`config.mk`:
```
export PLATFORM = sky130hd
export DESIGN_NAME = mem_arbiter_flat
export DESIGN_NICKNAME = d
export VERILOG_FILES = /design/src/rtl/mem_arb_pkg.sv /design/src/rtl/mem_arbiter_if.sv /design/src/rtl/mem_arb_dff.sv /design/src/rtl/mem_arb_grant.sv /design/src/rtl/mem_arbiter.sv /design/src/flat_wrapper.sv
export SDC_FILE = /design/constraint.sdc
export NUM_CORES = 1
export LEC_CHECK = 0
export CAP_MARGIN = 0
export CORE_UTILIZATION = 35
export DETAILED_ROUTE_END_ITERATION = 16
export PLACE_DENSITY_LB_ADDON = 0.12
export SLEW_MARGIN = 20
export SYNTH_ARGS = -nofsm -noshare
export SYNTH_HDL_FRONTEND = slang
export SYNTH_SLANG_ARGS = --single-unit
```
`constraint.sdc`:
```
create_clock -name clk -period 4.64 [get_ports clk]
set_input_delay 0.464 -clock clk [delete_from_list [all_inputs] [get_ports clk]]
set_output_delay 0.464 -clock clk [all_outputs]
set_load 0.01 [all_outputs]
```
`src/rtl/mem_arb_pkg.sv`:
```
// rtl/mem_arb_pkg.sv - shared state and owner encodings for the memory arbiter
package mem_arb_pkg;

    localparam logic [1:0] ST_IDLE = 2'd0;
    localparam logic [1:0] ST_BUSY = 2'd1;
    localparam logic [1:0] ST_DONE = 2'd2;

    localparam logic OWN_IF = 1'b0;
    localparam logic OWN_DM = 1'b1;

    typedef enum logic [1:0] {
        IDLE = ST_IDLE,
        BUSY = ST_BUSY,
        DONE = ST_DONE
    } state_t;

endpackage

```
`src/rtl/mem_arbiter_if.sv`:
```
// rtl/mem_arbiter_if.sv - requester and memory-side signal bundle for mem_arbiter
interface mem_arbiter_if;

    logic        if_req;
    logic [15:0] if_addr;
    logic [15:0] if_rdata;
    logic        if_done;
    logic        if_stall;

    logic        dm_req;
    logic        dm_wr;
    logic [15:0] dm_addr;
    logic [15:0] dm_wdata;
    logic [15:0] dm_rdata;
    logic        dm_done;
    logic        dm_stall;

    logic        mem_en;
    logic        mem_wr;
    logic [15:0] mem_addr;
    logic [15:0] mem_wdata;
    logic [15:0] mem_rdata;

    logic        err;

    modport slave (
        input  if_req, if_addr, dm_req, dm_wr, dm_addr, dm_wdata, mem_rdata,
        output if_rdata, if_done, if_stall, dm_rdata, dm_done, dm_stall,
               mem_en, mem_wr, mem_addr, mem_wdata, err
    );

    modport master (
        output if_req, if_addr, dm_req, dm_wr, dm_addr, dm_wdata, mem_rdata,
        input  if_rdata, if_done, if_stall, dm_rdata, dm_done, dm_stall,
               mem_en, mem_wr, mem_addr, mem_wdata, err
    );

endinterface

```
`src/rtl/mem_arb_dff.sv`:
```
// rtl/mem_arb_dff.sv - enabled data register with synchronous active-low clear
module mem_arb_dff #(
    parameter int W = 16
) (
    input  logic         clk,
    input  logic         rst,
    input  logic         en,
    input  logic [W-1:0] d,
    output logic [W-1:0] q
);

    // Clear on reset, otherwise load when enabled
    always_ff @(posedge clk) begin
        if (!rst) begin
            q <= '0;
        end else if (en) begin
            q <= d;
        end
    end

endmodule

```
`src/rtl/mem_arb_grant.sv`:
```
// rtl/mem_arb_grant.sv - winner select; MEM_ARB_RR_EN switches ties to round-robin
module mem_arb_grant
    import mem_arb_pkg::*;
(
    input  logic if_req,
    input  logic dm_req,
    input  logic last_owner,
    output logic grant,
    output logic owner
);

`ifndef MEM_ARB_RR_EN
    logic unused_last_owner;
    assign unused_last_owner = last_owner;
`endif

    // Lone requests always win; a tie goes to DM, or to whoever was not served last
    always_comb begin
        grant = if_req | dm_req;
        owner = dm_req ? OWN_DM : OWN_IF;
`ifdef MEM_ARB_RR_EN
        if (if_req && dm_req) begin
            owner = (last_owner == OWN_IF) ? OWN_DM : OWN_IF;
        end
`endif
    end

endmodule

```
`src/rtl/mem_arbiter.sv`:
```
// rtl/mem_arbiter.sv - IF/DM arbiter for a fixed-latency memory; MEM_ARB_RR_EN enables round-robin ties
module mem_arbiter
    import mem_arb_pkg::*;
#(
    parameter int MEM_LAT = 4,
    parameter int CNT_W   = 3
) (
    input logic          clk,
    input logic          rst,
    mem_arbiter_if.slave bus
);

    state_t           state;
    logic             owner;
    logic             last_owner;
    logic [CNT_W-1:0] cnt;
    logic             grant;
    logic             win;
    logic             take;
    logic             unal;
    logic             cap_en;
    logic             mem_en_q;
    logic             mem_wr_q;
    logic             if_done_q;
    logic             dm_done_q;
    logic             err_q;
    logic [15:0]      req_addr;
    logic [15:0]      req_wdata;
    logic [15:0]      mem_addr_q;
    logic [15:0]      rdata_d;

    mem_arb_grant u_grant (
        .if_req     (bus.if_req),
        .dm_req     (bus.dm_req),
        .last_owner (last_owner),
        .grant      (grant),
        .owner      (win)
    );

    assign take      = (state == IDLE) && grant;
    assign req_addr  = (win == OWN_DM) ? bus.dm_addr : bus.if_addr;
    assign req_wdata = (win == OWN_DM) ? bus.dm_wdata : 16'h0000;

    // An odd address never reaches the memory; its result is forced to zero
    assign unal    = mem_addr_q[0];
    assign cap_en  = (state == BUSY) && (unal || ((cnt == '0) && !mem_wr_q));
    assign rdata_d = unal ? 16'h0000 : bus.mem_rdata;

    mem_arb_dff #(.W(16)) u_mem_addr (
        .clk (clk), .rst (rst), .en (take), .d (req_addr), .q (mem_addr_q)
    );

    mem_arb_dff #(.W(16)) u_mem_wdata (
        .clk (clk), .rst (rst), .en (take), .d (req_wdata), .q (bus.mem_wdata)
    );

    mem_arb_dff #(.W(16)) u_if_rdata (
        .clk (clk), .rst (rst), .en (cap_en && (owner == OWN_IF)), .d (rdata_d), .q (bus.if_rdata)
    );

    mem_arb_dff #(.W(16)) u_dm_rdata (
        .clk (clk), .rst (rst), .en (cap_en && (owner == OWN_DM)), .d (rdata_d), .q (bus.dm_rdata)
    );

`ifndef MEM_ARB_RR_EN
    assign last_owner = OWN_IF;
`endif

    // Access sequencer: grant, strobe once, count out the latency, pulse done
    always_ff @(posedge clk) begin
        if (!rst) begin
            state     <= IDLE;
            owner     <= OWN_DM;
            cnt       <= '0;
            mem_en_q  <= 1'b0;
            mem_wr_q  <= 1'b0;
            if_done_q <= 1'b0;
            dm_done_q <= 1'b0;
            err_q     <= 1'b0;
`ifdef MEM_ARB_RR_EN
            last_owner <= OWN_IF;
`endif
        end else begin
            mem_en_q  <= 1'b0;
            if_done_q <= 1'b0;
            dm_done_q <= 1'b0;
            err_q     <= 1'b0;
            case (state)
                IDLE: begin
                    if (grant) begin
                        owner    <= win;
                        mem_wr_q <= (win == OWN_DM) && bus.dm_wr;
                        mem_en_q <= ~req_addr[0];
                        cnt      <= CNT_W'(MEM_LAT - 1);
                        state    <= BUSY;
`ifdef MEM_ARB_RR_EN
                        last_owner <= win;
`endif
                    end
                end
                BUSY: begin
                    if (unal || (cnt == '0)) begin
                        state     <= DONE;
                        if_done_q <= (owner == OWN_IF);
                        dm_done_q <= (owner == OWN_DM);
                        err_q     <= unal;
                    end else begin
                        cnt <= cnt - 1'b1;
                    end
                end
                DONE: begin
                    state <= IDLE;
                end
                default: begin
                    state <= IDLE;
                end
            endcase
        end
    end

    assign bus.mem_en   = mem_en_q;
    assign bus.mem_wr   = mem_wr_q;
    assign bus.mem_addr = mem_addr_q;
    assign bus.if_done  = if_done_q;
    assign bus.dm_done  = dm_done_q;
    assign bus.err      = err_q;
    assign bus.if_stall = bus.if_req & ~if_done_q;
    assign bus.dm_stall = bus.dm_req & ~dm_done_q;

endmodule

```
`src/flat_wrapper.sv`:
```
// flat-port wrapper written by rule: the top's interface ports become plain ports
module mem_arbiter_flat import mem_arb_pkg::*;
#(
    parameter int MEM_LAT = 4,
    parameter int CNT_W   = 3
)
  (clk, rst, bus_if_req, bus_if_addr, bus_dm_req, bus_dm_wr, bus_dm_addr, bus_dm_wdata, bus_mem_rdata, bus_if_rdata, bus_if_done, bus_if_stall, bus_dm_rdata, bus_dm_done, bus_dm_stall, bus_mem_en, bus_mem_wr, bus_mem_addr, bus_mem_wdata, bus_err);
  mem_arbiter_if bus_i ();
  input logic clk;
  input logic rst;
  input wire logic [$bits(bus_i.if_req)-1:0] bus_if_req;
  input wire logic [$bits(bus_i.if_addr)-1:0] bus_if_addr;
  input wire logic [$bits(bus_i.dm_req)-1:0] bus_dm_req;
  input wire logic [$bits(bus_i.dm_wr)-1:0] bus_dm_wr;
  input wire logic [$bits(bus_i.dm_addr)-1:0] bus_dm_addr;
  input wire logic [$bits(bus_i.dm_wdata)-1:0] bus_dm_wdata;
  input wire logic [$bits(bus_i.mem_rdata)-1:0] bus_mem_rdata;
  output wire logic [$bits(bus_i.if_rdata)-1:0] bus_if_rdata;
  output wire logic [$bits(bus_i.if_done)-1:0] bus_if_done;
  output wire logic [$bits(bus_i.if_stall)-1:0] bus_if_stall;
  output wire logic [$bits(bus_i.dm_rdata)-1:0] bus_dm_rdata;
  output wire logic [$bits(bus_i.dm_done)-1:0] bus_dm_done;
  output wire logic [$bits(bus_i.dm_stall)-1:0] bus_dm_stall;
  output wire logic [$bits(bus_i.mem_en)-1:0] bus_mem_en;
  output wire logic [$bits(bus_i.mem_wr)-1:0] bus_mem_wr;
  output wire logic [$bits(bus_i.mem_addr)-1:0] bus_mem_addr;
  output wire logic [$bits(bus_i.mem_wdata)-1:0] bus_mem_wdata;
  output wire logic [$bits(bus_i.err)-1:0] bus_err;
  assign bus_i.if_req = bus_if_req;
  assign bus_i.if_addr = bus_if_addr;
  assign bus_i.dm_req = bus_dm_req;
  assign bus_i.dm_wr = bus_dm_wr;
  assign bus_i.dm_addr = bus_dm_addr;
  assign bus_i.dm_wdata = bus_dm_wdata;
  assign bus_i.mem_rdata = bus_mem_rdata;
  assign bus_if_rdata = bus_i.if_rdata;
  assign bus_if_done = bus_i.if_done;
  assign bus_if_stall = bus_i.if_stall;
  assign bus_dm_rdata = bus_i.dm_rdata;
  assign bus_dm_done = bus_i.dm_done;
  assign bus_dm_stall = bus_i.dm_stall;
  assign bus_mem_en = bus_i.mem_en;
  assign bus_mem_wr = bus_i.mem_wr;
  assign bus_mem_addr = bus_i.mem_addr;
  assign bus_mem_wdata = bus_i.mem_wdata;
  assign bus_err = bus_i.err;
  mem_arbiter #(.MEM_LAT(MEM_LAT), .CNT_W(CNT_W)) u_core (.clk(clk), .rst(rst), .bus(bus_i));
endmodule
```
==> metrics, run 1 <==
run status=completed; vias in the first global route=3227; first drt pass iteration count=4; prevailing post-synth register cell=dfxtp_1; total track usage=0.187; final count of hold timing violations=0; cts bufs inserted=9; Post-DP HPWL=6660 um; post-DR vias/cell=5.11; Reg area=0.00150 mm^2; setup bufs post-CTS=0; number of enable flip-flop cells after synthesis=0; Yosys top cell by area=dfxtp_1; Ant. Diodes=0; dpl cells=632; largest net degree at the start of global routing=65; Root Driver=clkbuf_8; die area=0.0107 mm^2; asr flop ratio synth=0; final setup vio count=0; wire length of the first global-routing pass=15600 um; vias=3314; ANT nets after route=0; Tot Pwr=1.78 mW; Slew HR=0.314; top-level I/O count=140; Multi-input gate area=0.00187 mm^2; Resized cells post-CTS=0; Max VDD drop=0.000147 V; Hold/Removal Path Class=reg -> reg; Syn Nets=464; area share of the largest cell type after synthesis=0.418; Syn Inst Count=393; TritonCTS clock tree=yes; P_leak=2.17 nW; CTS hold repair buffers=0; clk slew on worst S/H paths=0.08 ns; most area-consuming cells after synthesis=dfxtp_1 (42%), o31a_1 (7.1%), and3_1 (5.2%), o211a_1 (4.7%), mux2i_1 (4.5%); Mean Syn Cell Area=9.14 um^2; WL/cell=15.3 um; P&R area growth vs syn=45.3%; drt drc=0; area of the mapped netlist=0.00359 mm^2; most common cell in the netlist=dfxtp_1; Core Region=0.00986 mm^2; Seq/Total Area, Yosys=0.418; # fillers=928; Worst-Margin Slew=1.03 ns; Clock Latency Late Sink=0.34 ns; Unique masters post-synth=35; clk sinks=75; Fmax=0.352 GHz; Yosys warnings=0; fin util=0.529; Rows=36; Die Height=103 um; Yosys reg bits=75; starting density of the core=0.364; Clock H-tree levels=3; CP max FO=20; Worst Clk Skew=0.0145 ns; final worst-path cycle share=0.613; CP Capture Type=primary output; WP data arrival=2.38 ns; share of cells above drive strength 1=0.0505; setup TNS=0 ns; die span in x=103 um; type of the worst setup path=in -> out; # port buffers=139; Non-Filler Instances=648; GR Overflow Total=0; drt first-iter violations=144; Critical Path RT=4.18 ns; PD cells=341 mW/mm^2; Synth top cells by count=dfxtp_1 (75), and3_1 (30), o31a_1 (29), nor3_1 (25), clkbuf_1 (22); # nets final=581; max-cap viol count=0; initial antenna violation count=0; Clock Tree Buf Depth=2; Max Slew Vio Count=0; RD Place Congestion=0.704; routed wire length=9910 um; Setup crit start kind=input pin; RSZ-0062 raised after global routing=false; post-layout min period=2.84 ns
==> metrics by stage <==
stage	setup slack, ns	hold slack [ns]	area (um^2)
global route	1.65	0.513	5220
detailed placement	1.54	0.474	4980
global placement	1.67	0.467	4980
floorplan	2.94	0.437	3590
CTS	1.78	0.487	5210
finish	1.80	0.486	5220
==> registers in the layout, indices dropped and copies added, names as in the netlist <==
name                  count
u_core.u_mem_addr.q      16
u_core.owner              1
u_core.u_mem_wdata.q     16
u_core.bus.err            1
u_core.cnt                3
u_core.u_if_rdata.q      16
u_core.u_dm_rdata.q      16
u_core.state              2
u_core.bus.mem_wr         1
u_core.bus.if_done        1
u_core.bus.mem_en         1
u_core.bus.dm_done        1
==> power breakdown <==
group | internal, mW | switching (mW) | total (mW)
Clock | 0.332 | 0.240 | 0.572
Combinational | 0.236 | 0.230 | 0.466
Sequential | 0.703 | 0.0402 | 0.743
==> critical path, cell delays in order <==
cell and delay, ns:
clkdlybuf4s50_1 1.15, nor2b_1 0.22, clkdlybuf4s50_1 0.54
==> routing by layer <==
layer,vias to the layer above,GRT usage,wire length (um),part of all wire
met5,-,0,0,0
met4,0,0.0618,83,0.0084
met3,6,0.0403,519,0.052
met2,84,0.332,4910,0.50
met1,1581,0.224,4400,0.44
li1,1643,-,-,-
==> cell usage in the layout, fill, tap and decap left out, drive strengths merged, types with 2 or more instances in the layout <==
| master | n |
|---|---|
| a21boi | 18 |
| a22o | 4 |
| and2 | 29 |
| and3 | 30 |
| buf | 6 |
| bufinv | 2 |
| clkbuf | 12 |
| clkdlybuf4s50 | 138 |
| dfxtp | 75 |
| ha | 2 |
| inv | 7 |
| mux2i | 16 |
| nand2 | 17 |
| nand2b | 12 |
| nand3 | 16 |
| nand3b | 2 |
| nor2 | 3 |
| nor2b | 10 |
| nor3 | 25 |
| nor4 | 8 |
| o211a | 17 |
| o21a | 5 |
| o21ai | 19 |
| o31a | 29 |
| or2 | 2 |
| or3b | 2 |
==> cell families after synthesis <==
kind of cell | synth area share
muxes | 0.0446
DFF | 0.418
adders and majority gates | 0.00697
and+or+nand+nor | 0.257
AOI/OAI and AO/OA | 0.211
buffers and inverters | 0.0627
==> area by class of cell <==
cell class / instances / share of cell area
well taps: 133 / 0.0319
multi-input cells: 273 / 0.359
flip-flops and latches: 75 / 0.288
clock inverters: 4 / 0.0139
inverters: 7 / 0.00503
repair buffers: 144 / 0.273
clock buffers: 12 / 0.0297
==> final timing paths <==
kind	cells after the start	startpoint	endpoint	slack, ns
max	3	bus_dm_req	bus_dm_stall	1.80
min	2	u_core.u_mem_wdata.q[4]$_SDFFE_PN0P_	u_core.u_mem_wdata.q[4]$_SDFFE_PN0P_	0.49
max reg2reg	5	u_core.cnt[0]$_SDFFE_PN0P_	u_core.u_dm_rdata.q[9]$_SDFFE_PN0P_	2.70
min reg2reg	2	u_core.u_mem_wdata.q[4]$_SDFFE_PN0P_	u_core.u_mem_wdata.q[4]$_SDFFE_PN0P_	0.49
(Power assumes the default switching activity.)
==> inputs of run 2 (changes only) <==
Clock period 4.64 ns to 2.9 ns, I/O delays scaled along.
==> run 2 against run 1 <==
Effect of this change: first-iteration DRC count is 16% lower; clock skew shrank 0.0020 ns; worst hold slack worse by 0.073 ns; clock power rose by 22%; highest routed layer unchanged; total power increased by 48%; register-to-register slack worse by 1.7 ns; sequential cell count unchanged; cell area fell by 0.65%; core utilization fell by 0.34 points; sequential share of layout area rose by 0.19 points; final cell count rose by 0.62%; worst setup slack got worse by 0.83 ns.
==> metrics, run 2 (same netlist as run 1, synthesis figures left out) <==
Core Region=0.00986 mm^2 (unchanged); Clock Tree Buf Depth=2 (unchanged); total track usage=0.179 (-0.00764); Die Height=103 um (unchanged); Max Slew Vio Count=0 (unchanged); CP Capture Type=register; vias in the first global route=3132 (-2.9%); largest net degree at the start of global routing=65 (unchanged); sequential share of power=0.451 (+0.034); commonest non-fill, non-tap cell in the layout=clkdlybuf4s50_1; run status=completed; Sw Ratio=0.309 (+0.0225); die span in x=103 um (unchanged); WL/cell=14.7 um (-3.9%); fin util=0.526 (-0.00343); wire length of the first global-routing pass=15000 um (-3.4%); Clock Latency Late Sink=0.34 ns (about the same); Max VDD drop=0.000239 V (+62%); Comb power frac=0.284 (+0.023); Rows=36 (unchanged); Setup crit start kind=register; Resized cells post-CTS=0 (unchanged); # nets final=585 (+0.69%); share of cells above drive strength 1=0.0578 (+0.00732); Clk pwr share=0.265 (-0.056); Post-DP HPWL=6630 um (-0.47%); Critical Path RT=3.12 ns (-1.06 ns); PD cells=507 mW/mm^2 (+49%); max-cap viol count=0 (unchanged); WP data arrival=2.16 ns (-0.22 ns); Reg area=0.00150 mm^2 (unchanged); first drt pass iteration count=4 (unchanged); ANT nets after route=0 (unchanged); starting density of the core=0.364 (unchanged); Fmax=0.516 GHz; final count of hold timing violations=0 (unchanged); die area=0.0107 mm^2 (unchanged); GR Overflow Total=0 (unchanged); P_leak=2.16 nW (-0.55%); post-DR vias/cell=5.06 (-0.97%); reg2reg start=u_core.cnt[0]$_SDFFE_PN0P_; # port buffers=139 (unchanged); clk slew on worst S/H paths=0.09 ns (about the same); CP max FO=64 (+220%); TritonCTS clock tree=yes; Internal=1.82 mW (+43%); drt drc=0 (unchanged); Root Driver=clkbuf_8; Cell Area, Placed=0.00501 mm^2 (+0.60%); hold path start=rst; final setup vio count=0 (unchanged); clk sinks=75 (unchanged); Worst Clk Skew=0.0124 ns (-0.00205 ns); Final Cell Area=0.00519 mm^2 (-0.65%); critical path's largest stage delay=0.63 ns (-0.52 ns); Hold/Removal Path Class=in -> reg; drt first-iter violations=121 (-16%); P&R area growth vs syn=44.4%; switching pwr=813 uW (+59%); Worst-Margin Slew=0.767 ns (-0.258 ns); setup bufs post-CTS=0 (unchanged); Multi-input gate area=0.00187 mm^2 (-0.33%); final worst-path cycle share=0.668; Worst Setup SP=u_core.cnt[0]$_SDFFE_PN0P_; RSZ-0062 raised after global routing=false; routed wire length=9580 um (-3.3%); setup TNS=0 ns (unchanged); top-level I/O count=140 (unchanged); Ant. Diodes=0 (unchanged); # fillers=955 (+2.9%); initial antenna violation count=0 (unchanged); cts bufs inserted=9 (unchanged); Crit-path slowest cell=or3b_4; most frequent cells in the layout=clkdlybuf4s50_1 (138), dfxtp_1 (75), and3_1 (30), o31a_1 (29), nor3_1 (25); post-layout min period=1.94 ns; CP Cell Sequence=inv_1, ha_1, or3b_4, and3_1, o31a_1; CTS hold repair buffers=0 (unchanged); RD Place Congestion=0.739 (+4.9%); type of the worst setup path=reg -> reg; Clock H-tree levels=3 (unchanged); vias=3302 (-0.36%); Slew HR=0.488 (+0.174)
run 2: final cells by class:
type | count | share of cell area
flip-flops and latches | 75 | 0.290
multi-input cells | 273 | 0.360
clock buffers | 10 | 0.0246
well taps | 133 | 0.0321
clock inverters | 6 | 0.00820
repair buffers | 148 | 0.280
inverters | 7 | 0.00507
run 2: metrics by stage:
stage | setup slack (ns) | total power, mW | std cells | hold slack (ns)
5_1_grt | 0.822 | 2.78 | 652 | 0.417
4_1_cts | 0.613 | 2.66 | 652 | 0.400
2_1_floorplan | 1.20 | 1.63 | 393 | 0.437
6_report | 0.963 | 2.63 | 652 | 0.413
3_5_place_dp | 0.656 | 1.96 | 636 | 0.470
3_3_place_gp | 0.704 | 1.95 | 636 | 0.464
run 2: final timing paths:
| path | cells after the start | end | slack [ns] |
|---|---|---|---|
| worst max register to register | 5 | u_core.u_dm_rdata.q[3]$_SDFFE_PN0P_ | 0.96 |
| worst min register to register | 1 | u_core.cnt[0]$_SDFFE_PN0P_ | 0.48 |
| worst max-delay path | 5 | u_core.u_dm_rdata.q[3]$_SDFFE_PN0P_ | 0.96 |
| worst min-delay path | 2 | u_core.u_dm_rdata.q[4]$_SDFFE_PN0P_ | 0.41 |
run 2: layer usage:
metal	vias up	track usage	share of wire
met5	-	0	0
met4	0	0.0607	0.012
met3	10	0.0437	0.056
met2	77	0.303	0.48
met1	1560	0.224	0.45
li1	1655	-	-
run 2: critical path, delay by kind of cell, from the launching register on:
| family | cells | cell delay [ns] |
|---|---|---|
| AOI/OAI and AO/OA | 1 | 0.28 |
| adders and majority gates | 1 | 0.18 |
| buffers and inverters | 1 | 0.09 |
| DFF | 1 | 0.31 |
| and+or+nand+nor | 2 | 0.93 |
run 2: power groups by stage:
| stage | combinational [mW] | sequential [mW] | clock [mW] |
|---|---|---|---|
| 2_1_floorplan | 0.389 | 1.24 | 0 |
| 3_3_place_gp | 0.740 | 1.21 | 0 |
| 3_5_place_dp | 0.748 | 1.21 | 0 |
| 4_1_cts | 0.753 | 1.19 | 0.722 |
| 5_1_grt | 0.816 | 1.20 | 0.765 |
| 6_report | 0.746 | 1.19 | 0.697 |
